===== config.mk =====
export PLATFORM = sky130hd
export DESIGN_NAME = my_downconverter
export DESIGN_NICKNAME = d
export VERILOG_FILES = /design/src/rtl/my_downconverter.sv
export SDC_FILE = /design/constraint.sdc
export NUM_CORES = 1
export LEC_CHECK = 0
export ABC_AREA = 1
export BUFFER_PORTS_ARGS = -buffer_cell sky130_fd_sc_hd__buf_2
export CORE_AREA = 4 4 248 250
export DETAILED_ROUTE_END_ITERATION = 16
export DIE_AREA = 0 0 252 254
export SYNTH_ARGS = -nofsm -noshare
export SYNTH_HDL_FRONTEND = slang
export SYNTH_SLANG_ARGS = --single-unit

===== constraint.sdc =====
create_clock -name axi_aclk -period 10.9 [get_ports axi_aclk]
set_input_delay 0 -clock axi_aclk [delete_from_list [all_inputs] [get_ports axi_aclk]]
set_output_delay 0 -clock axi_aclk [all_outputs]
set_load 0.03 [all_outputs]

===== src/rtl/my_downconverter.sv =====
// my_downconverter: transmit-side AXI4-Stream width converter.
// Serialises 256-bit packet beats into 64-bit beats for the 10G MAC side.
// Trailing all-zero lanes on a packet's final beat are dropped. TUSER is
// latched on the first beat of each packet and held for the whole packet.
// The byte length in TUSER[15:0] is checked against the bytes emitted.
//
// Ports:
//   axi_aclk, axi_reset           clock, synchronous active-high reset
//   s_axis_t{data,strb,user,valid,last} / s_axis_tready   256-bit slave
//   m_axis_t{data,strb,user,valid,last} / m_axis_tready   64-bit master
//   len_err        one-cycle pulse after a packet with a length mismatch
//   len_err_count  saturating count of mismatched packets
module my_downconverter #(
  parameter int C_M_AXIS_DATA_WIDTH  = 64,
  parameter int C_S_AXIS_DATA_WIDTH  = 256,
  parameter int C_M_AXIS_TUSER_WIDTH = 128,
  parameter int C_S_AXIS_TUSER_WIDTH = 128
) (
  input  logic                            axi_aclk,
  input  logic                            axi_reset,
  input  logic [C_S_AXIS_DATA_WIDTH-1:0]  s_axis_tdata,
  input  logic [C_S_AXIS_DATA_WIDTH/8-1:0] s_axis_tstrb,
  input  logic [C_S_AXIS_TUSER_WIDTH-1:0] s_axis_tuser,
  input  logic                            s_axis_tvalid,
  output logic                            s_axis_tready,
  input  logic                            s_axis_tlast,
  output logic [C_M_AXIS_DATA_WIDTH-1:0]  m_axis_tdata,
  output logic [C_M_AXIS_DATA_WIDTH/8-1:0] m_axis_tstrb,
  output logic [C_M_AXIS_TUSER_WIDTH-1:0] m_axis_tuser,
  output logic                            m_axis_tvalid,
  input  logic                            m_axis_tready,
  output logic                            m_axis_tlast,
  output logic                            len_err,
  output logic [15:0]                     len_err_count
);

  localparam int LANE_W = C_M_AXIS_DATA_WIDTH;
  localparam int LANE_B = C_M_AXIS_DATA_WIDTH / 8;
  localparam int LANES  = C_S_AXIS_DATA_WIDTH / C_M_AXIS_DATA_WIDTH;

  typedef enum logic {SOP, IN_PKT} trk_state_t;

  // Holding register
  logic [C_S_AXIS_DATA_WIDTH-1:0]   hold_data;
  logic [C_S_AXIS_DATA_WIDTH/8-1:0] hold_strb;
  logic                             hold_last;
  logic                             hold_valid;
  logic [1:0]                       idx;
  logic [1:0]                       final_lane;

  logic [C_M_AXIS_TUSER_WIDTH-1:0]  tuser_reg;
  logic [15:0]                      byte_cnt;
  logic [15:0]                      out_pop;
  logic [1:0]                       in_last_lane;
  logic                             at_final;
  logic                             in_fire;
  logic                             out_fire;
  logic                             latch_tuser;

  trk_state_t state, state_nxt;

  assign at_final = (idx == final_lane);
  assign in_fire  = s_axis_tvalid && s_axis_tready;
  assign out_fire = hold_valid && m_axis_tready;

  // A new beat is accepted only when the held one is gone or is leaving now,
  // so the output never stalls between consecutive input beats.
  assign s_axis_tready = !axi_reset && (!hold_valid || (m_axis_tready && at_final));

  // Outputs are driven straight from registers; idle outputs read as zero.
  assign m_axis_tvalid = hold_valid;
  assign m_axis_tdata  = hold_valid ? hold_data[{idx, 6'd0} +: LANE_W] : '0;
  assign m_axis_tstrb  = hold_valid ? hold_strb[{idx, 3'd0} +: LANE_B] : '0;
  assign m_axis_tlast  = hold_valid && hold_last && at_final;
  assign m_axis_tuser  = tuser_reg;

  assign out_pop = 16'($countones(m_axis_tstrb));

  // Highest lane of the incoming beat that carries at least one byte.
  // NOTE: every always_comb output gets a default first so no latch is inferred.
  always_comb begin
    in_last_lane = 2'd0;
    for (int k = 0; k < LANES; k++) begin
      if (|s_axis_tstrb[k*LANE_B +: LANE_B]) in_last_lane = 2'(k);
    end
  end

  // NOTE: the wide data/strobe store carries no reset; hold_valid gates it,
  // so resetting 288 flops would buy nothing.
  always_ff @(posedge axi_aclk) begin
    if (in_fire) begin
      hold_data <= s_axis_tdata;
      hold_strb <= s_axis_tstrb;
    end
  end

  // NOTE: sequential state uses non-blocking assignments only, so every
  // flop samples pre-edge values regardless of statement order.
  always_ff @(posedge axi_aclk) begin
    if (axi_reset) begin
      hold_valid <= 1'b0;
      hold_last  <= 1'b0;
      idx        <= 2'd0;
      final_lane <= 2'd0;
    end else if (in_fire) begin
      hold_valid <= 1'b1;
      hold_last  <= s_axis_tlast;
      idx        <= 2'd0;
      final_lane <= s_axis_tlast ? in_last_lane : 2'(LANES - 1);
    end else if (out_fire) begin
      if (at_final) hold_valid <= 1'b0;
      else          idx        <= idx + 2'd1;
    end
  end

  // Length check: bytes are counted as they leave, compared on tlast.
  always_ff @(posedge axi_aclk) begin
    if (axi_reset) begin
      byte_cnt      <= 16'd0;
      len_err       <= 1'b0;
      len_err_count <= 16'd0;
    end else begin
      len_err <= 1'b0;
      if (out_fire) begin
        if (m_axis_tlast) begin
          byte_cnt <= 16'd0;
          if ((byte_cnt + out_pop) != tuser_reg[15:0]) begin
            len_err <= 1'b1;
            if (len_err_count != 16'hFFFF) len_err_count <= len_err_count + 16'd1;
          end
        end else begin
          byte_cnt <= byte_cnt + out_pop;
        end
      end
    end
  end

  // Packet tracker: state register
  always_ff @(posedge axi_aclk) begin
    if (axi_reset) state <= SOP;
    else           state <= state_nxt;
  end

  // Packet tracker: next state
  always_comb begin
    state_nxt = state;
    if (in_fire) state_nxt = s_axis_tlast ? SOP : IN_PKT;
  end

  // Packet tracker: outputs
  always_comb begin
    latch_tuser = 1'b0;
    if (state == SOP) latch_tuser = in_fire;
  end

  // The register updates only at a packet start, which is never earlier than
  // the cycle the previous packet's last lane leaves.
  always_ff @(posedge axi_aclk) begin
    if (axi_reset)        tuser_reg <= '0;
    else if (latch_tuser) tuser_reg <= s_axis_tuser;
  end

endmodule


After elaboration in Yosys (flattened, before gate mapping)
Index checks and enable logic that the tools add are counted.
{ "totals": {"reg_bits": 456, "wordCells": 61, "input_bits": 421, "output_inout_bits": 220} }
{ "classes": {"eq_ne": 3, "n_shift": 2, "n_bitwise": 3, "muxes": 13, "addsub": 10, "reduce_logical": 19} }
{ "op_table": {"columns": ["op", "count"], "rows": [
  ["variable part select 256 x 9 -> 64 bit", 1],
  ["2-to-1 mux 64 bit", 1],
  ["variable part select 32 x 6 -> 8 bit", 1],
  ["OR reduction 8 bit", 3],
  ["adder 16 x 1 -> 16 bit, second input constant", 1],
  ["adder 16 x 4 -> 16 bit", 1],
  ["2-to-1 mux 16 bit", 1],
  ["!= test 16 bit", 1],
  ["!= test 16 bit, second input constant", 1],
  ["adder 1 x 1 -> 2 bit", 4],
  ["2-to-1 mux 8 bit", 1],
  ["2-to-1 mux 1 bit", 7],
  ["adder 2 x 2 -> 3 bit", 2],
  ["logical AND 1 bit", 6],
  ["2-to-1 mux 2 bit", 3],
  ["adder 3 x 3 -> 4 bit", 1],
  ["AND reduction 2 bit", 2],
  ["AND reduction 4 bit", 1],
  ["nonzero test 2 bit", 2],
  ["NOT 1 bit", 3],
  ["OR reduction 3 bit", 1],
  ["adder 2 x 1 -> 2 bit, second input constant", 1],
  ["equality test 2 bit", 1],
  ["zero test 1 bit", 2],
  ["other kinds (2)", 2]
]} }

Depth between registers and ports, before layout
{ "logic_depth": {"depth_word": 8, "depth_mapped": 31, "depth_no_buf": 28} }

Least setup slack after synthesis
Ideal clock, no wire load.
{ "synth_path": {"path_kind": "register to register", "startpoint": "register idx[1]", "endpoint": "register hold_data[0], enable pin", "t_required_ps": 10375, "t_arrival_ps": 5092, "setup_slack_ps": 5282, "path_stages_with_launch": 9, "n_path_buf": 1, "synth_period_minus_slack_ps": 5618, "setup_time_ps": 525, "path_cell_list": "dfxtp_1 -> xnor2_1 -> nand2_1 -> inv_2 -> nand2_1 -> a21oi_1 -> nand2_1 -> inv_2 -> buf_2"} }
{ "synth_via": {"elab_chain_cells": 5} }
{ "synth_lines": {"columns": ["element", "line", "rtl"], "rows": [
  ["start: declaration", "48", "logic [1:0] idx;"],
  ["start signal: assignment", "112", "else idx <= idx + 2'd1;"],
  ["equality test 2 bit", "62", "assign at_final = (idx == final_lane);"],
  ["logical AND 1 bit", "68", "assign s_axis_tready = !axi_reset && (!hold_valid || (m_axis_tready && at_final));"],
  ["logical OR 1 bit", "68", null],
  ["logical AND 1 bit", "68", null],
  ["net s_axis_tready", "25", "output logic s_axis_tready,"],
  ["logical AND 1 bit", "63", "assign in_fire = s_axis_tvalid && s_axis_tready;"],
  ["net in_fire", "56", "logic in_fire;"],
  ["end signal: assignment", "92", "hold_data <= s_axis_tdata;"],
  ["end: declaration", "44", "logic [C_S_AXIS_DATA_WIDTH-1:0] hold_data;"]
]} }
The timed path passes the listed nets, and every way through them passes these cells.
A chain may end at the register's enable or synchronous reset.

Worst setup path in the final report
{ "layout_path": {"startpoint": "register idx[1]", "endpoint": "register len_err_count[0]"} }
{ "layout_via": {"elab_chain_cells": 8, "elab_cells_between_ends": 14, "classes_between": "8 x add/sub; 2 x eq/ne; 1 x shift; 1 x mux; 2 x reduce/logical"} }
{ "layout_lines": {"columns": ["element", "line", "rtl"], "rows": [
  ["variable part select 32 x 6 -> 8 bit", "73", "assign m_axis_tstrb = hold_valid ? hold_strb[{idx, 3'd0} +: LANE_B] : '0;"],
  ["2-to-1 mux 8 bit", "73", null],
  ["adder 1 x 1 -> 2 bit (not written as such)", "77", "assign out_pop = 16'($countones(m_axis_tstrb));"],
  ["adder 2 x 2 -> 3 bit (not written as such)", "77", null],
  ["adder 3 x 3 -> 4 bit (not written as such)", "77", null],
  ["adder 16 x 4 -> 16 bit", "127", "if ((byte_cnt + out_pop) != tuser_reg[15:0]) begin"],
  ["!= test 16 bit", "127", null],
  ["AND reduction 4 bit (no line) *", null, null],
  ["end signal: assignment", "129", "if (len_err_count != 16'hFFFF) len_err_count <= len_err_count + 16'd1;"],
  ["end: declaration", "34", "output logic [15:0] len_err_count"]
]} }
Mark *: on every way between the ends. The rest lies on a longest branch, timed or not.

==> impl_metrics.toml <==
[drt]
wl_um = 76200
via_count = 19000
drcViolationCount = 0
drt_pass1_iterations = 8
via_per_inst = 4.93
wire_per_inst_um = 19.8
drt_iter0_markers = 1494
ant_nets = 0

[floorplanning]
die_w_um = 252
rows = 89
initial_utilization = 0.317
die_h_um = 254
die-area_um2 = 64000
core_area_um2 = 59000
io_pins = 641

[synthesis]
synthFlopType = "edfxtp_1"
synth_area_um2 = 18700
synthCells = 1942
yosysUniqueCellTypes = 40
synthTopCellsByArea = "edfxtp_1, dfxtp_1, nor2_1, a21oi_1, nand2_1"
yosys-top-cells-count = "nor2_1, edfxtp_1, nand2_1"
yosysWarnings = 0
synthMostInstantiatedCell = "nor2_1"
syn_nets = 2375
synth_top_area_cell = "edfxtp_1"
ys_seq_area_frac = 0.641
async_flop_share = 0
synth_seq_cells = 456
yosysTopAreaCellShare = 0.462
synth_edf_count = 288
synth.avg_cell_area_um2 = 9.64

[power_and_ir_drop]
switchingPower_mw = 1.14
power_density_nw_per_um2 = 148
seqPwrFrac = 0.453
p_leak_nw = 12.3
worst_ir_drop_vdd_mv = 0.167
switching_share = 0.263
p_int_mw = 3.18
comb_power_share = 0.143
clockPowerShare = 0.404

[clock_network]
cts_resized = 0
cts_buffer_depth = 3
numCtsBuffers = 51
cts_sinks = 456
clk_pin_slew_ns = 0.06
cts_tree = "done"
clk_latency_ns = 0.60
root_buffer = "clkbuf_16"
htree_num_levels = 2
postCtsSetupBuffers = 0

[sta]
max_freq_mhz = 160
skew_ns = 0.0210
finalCritPeriodShare = 0.573
finalHoldViolCount = 0
finalCriticalPeriod_ns = 6.24
relSlewSlack = 0.264
setup_viol = 0
setup_tns_ns = 0
worst_pin_slew_ns = 1.10
rsz0062_at_grt = "no"
slew_violations = 0
layout_setup_ws_ns = 4.66

[placement]
port-buffer-count = 640
pre_cts_slack_ns = 4.64
place.gp.congestion = 0.910
hpwl_um = 50400

[global_routing]
grt_use_total = 0.226
grt_pass1_wl_um = 114000
overflow = 0
grt_max_degree = 97
first_global_vias = 19300
antenna_found_initial = 17

[status]
outcome = "completed"

[critical_path]
end_kind = "register"
crit_buf_inv = 4
cpLargestDelayFamily = "adder cells"
crit_top_cell = "nand2_1"
cp_max_fo = 75
path_class = "reg2reg"
critPathSlowestCell = "buf_4"
critPathLaunchType = "register"
crit_required_ns = 11.38
cp_slowest_stage_delay_ns = 0.66
cp.arrival_ns = 6.73

[cells_and_area]
drive_gt1_frac = 0.247
syn_to_final_growth_pct = 55.7
nNetsFinal = 3454
finish.utilization = 0.494

[run]
max-cap-violations = 0

[min_path]
hold_class = "in2reg"
cell type report:
type,instances,area (µm²)
sequential,456,12000
timing repair buffer,1144,8220
clock inverter,31,322
fill,5248,29900
antenna,21,52.6
clock buffer,63,1340
tap,773,967
multi-input combinational,1268,5850
inverter,100,387
cells in the final DEF (no fill, tap or decap), types with 12 or more instances in the layout:
master,n
nand2_1,274
clkinv_2,12
dfxtp_1,166
buf_4,15
buf_2,639
nand4_1,20
nand3_1,183
diode_2,21
edfxtp_1,288
inv_1,90
nor2_1,350
dlygate4sd3_1,490
clkbuf_16,51
a21oi_1,219
o21ai_0,158
per-layer routing:
layer / vias to the layer above / track usage / part of all wire
li1: 8817 / - / -
met1: 9036 / 0.279 / 0.39
met2: 981 / 0.385 / 0.49
met3: 192 / 0.0559 / 0.086
met4: 2 / 0.0843 / 0.038
met5: - / 0 / 0.00017
stage by stage:
step | cell area (µm²) | hold WS [ns] | total power [mW] | cells
final | 29200 | 0.0691 | 4.32 | 3856
after global routing | 29100 | 0.0817 | 4.48 | 3849
after CTS | 29100 | 0.00203 | 4.34 | 3835
after detailed placement | 22500 | 0.178 | 2.45 | 3251
after global placement | 22500 | 0.177 | 2.44 | 3251
after floorplan | 18700 | 0.0989 | 2.26 | 1942
logic make-up after synthesis:
group	after synthesis	synth area share
AND/OR/NAND/NOR	864	0.194
adder cells (fa/ha/maj)	12	0.0100
flip-flops	456	0.641
buffers and inverters	218	0.0464
XOR/XNOR	8	0.00448
AO/OA/AOI/OAI	384	0.104
registers in the layout, summed over array words and instances, names as in the netlist, 2 cells and up:
signal and count:
byte_cnt 16, final_lane 2, hold_data 256, hold_strb 32, idx 2, len_err_count 16
m_axis_tuser 128
what timing repair did:
item | CTS | global route
hold endpoints to repair | 438 | 0
hold buffers | 490 | 0
setup endpoints to repair | 0 | 0
path summary, 6_finish.rpt:
kind	start	endpoint	slack, ns	cells past startpoint
max reg2reg	idx[1]$_SDFFE_PP0P_	len_err_count[0]$_SDFFE_PP0P_	4.66	27
min	axi_reset	m_axis_tuser[51]$_SDFFE_PP0P_	0.07	2
max	idx[1]$_SDFFE_PP0P_	len_err_count[0]$_SDFFE_PP0P_	4.66	27
min reg2reg	m_axis_tuser[103]$_SDFFE_PP0P_	m_axis_tuser[103]$_SDFFE_PP0P_	0.47	2
power groups by stage:
stage | Clock (mW) | Sequential (mW) | Combinational (mW)
2_1_floorplan | 0 | 2.03 | 0.225
3_3_place_gp | 0 | 1.99 | 0.455
3_5_place_dp | 0 | 1.99 | 0.463
4_1_cts | 1.78 | 1.95 | 0.610
5_1_grt | 1.86 | 1.96 | 0.666
6_report | 1.74 | 1.95 | 0.618
worst reg2reg max path, stage by stage (launching register included):
cell and delay, ns:
dfxtp_4 0.33, buf_4 0.66, inv_2 0.23, nor2_1 0.15, o21ai_0 0.09, a21oi_1 0.19, inv_1 0.09, fa_1 0.59
fa_1 0.45, fa_1 0.46, fa_1 0.42, fa_1 0.41, inv_1 0.15, nand2_2 0.10, nand2_1 0.09, nand2_1 0.16
nand2_1 0.12, nand2_1 0.08, nand2_1 0.08, nand3_1 0.07, nor2_1 0.14, nand2_1 0.08, nor2_1 0.13, nand3_2 0.40
nand3_4 0.24, nand2_1 0.07, nand2_1 0.07, nor2_1 0.06
Note: power is estimated with default switching activity, not from simulation.
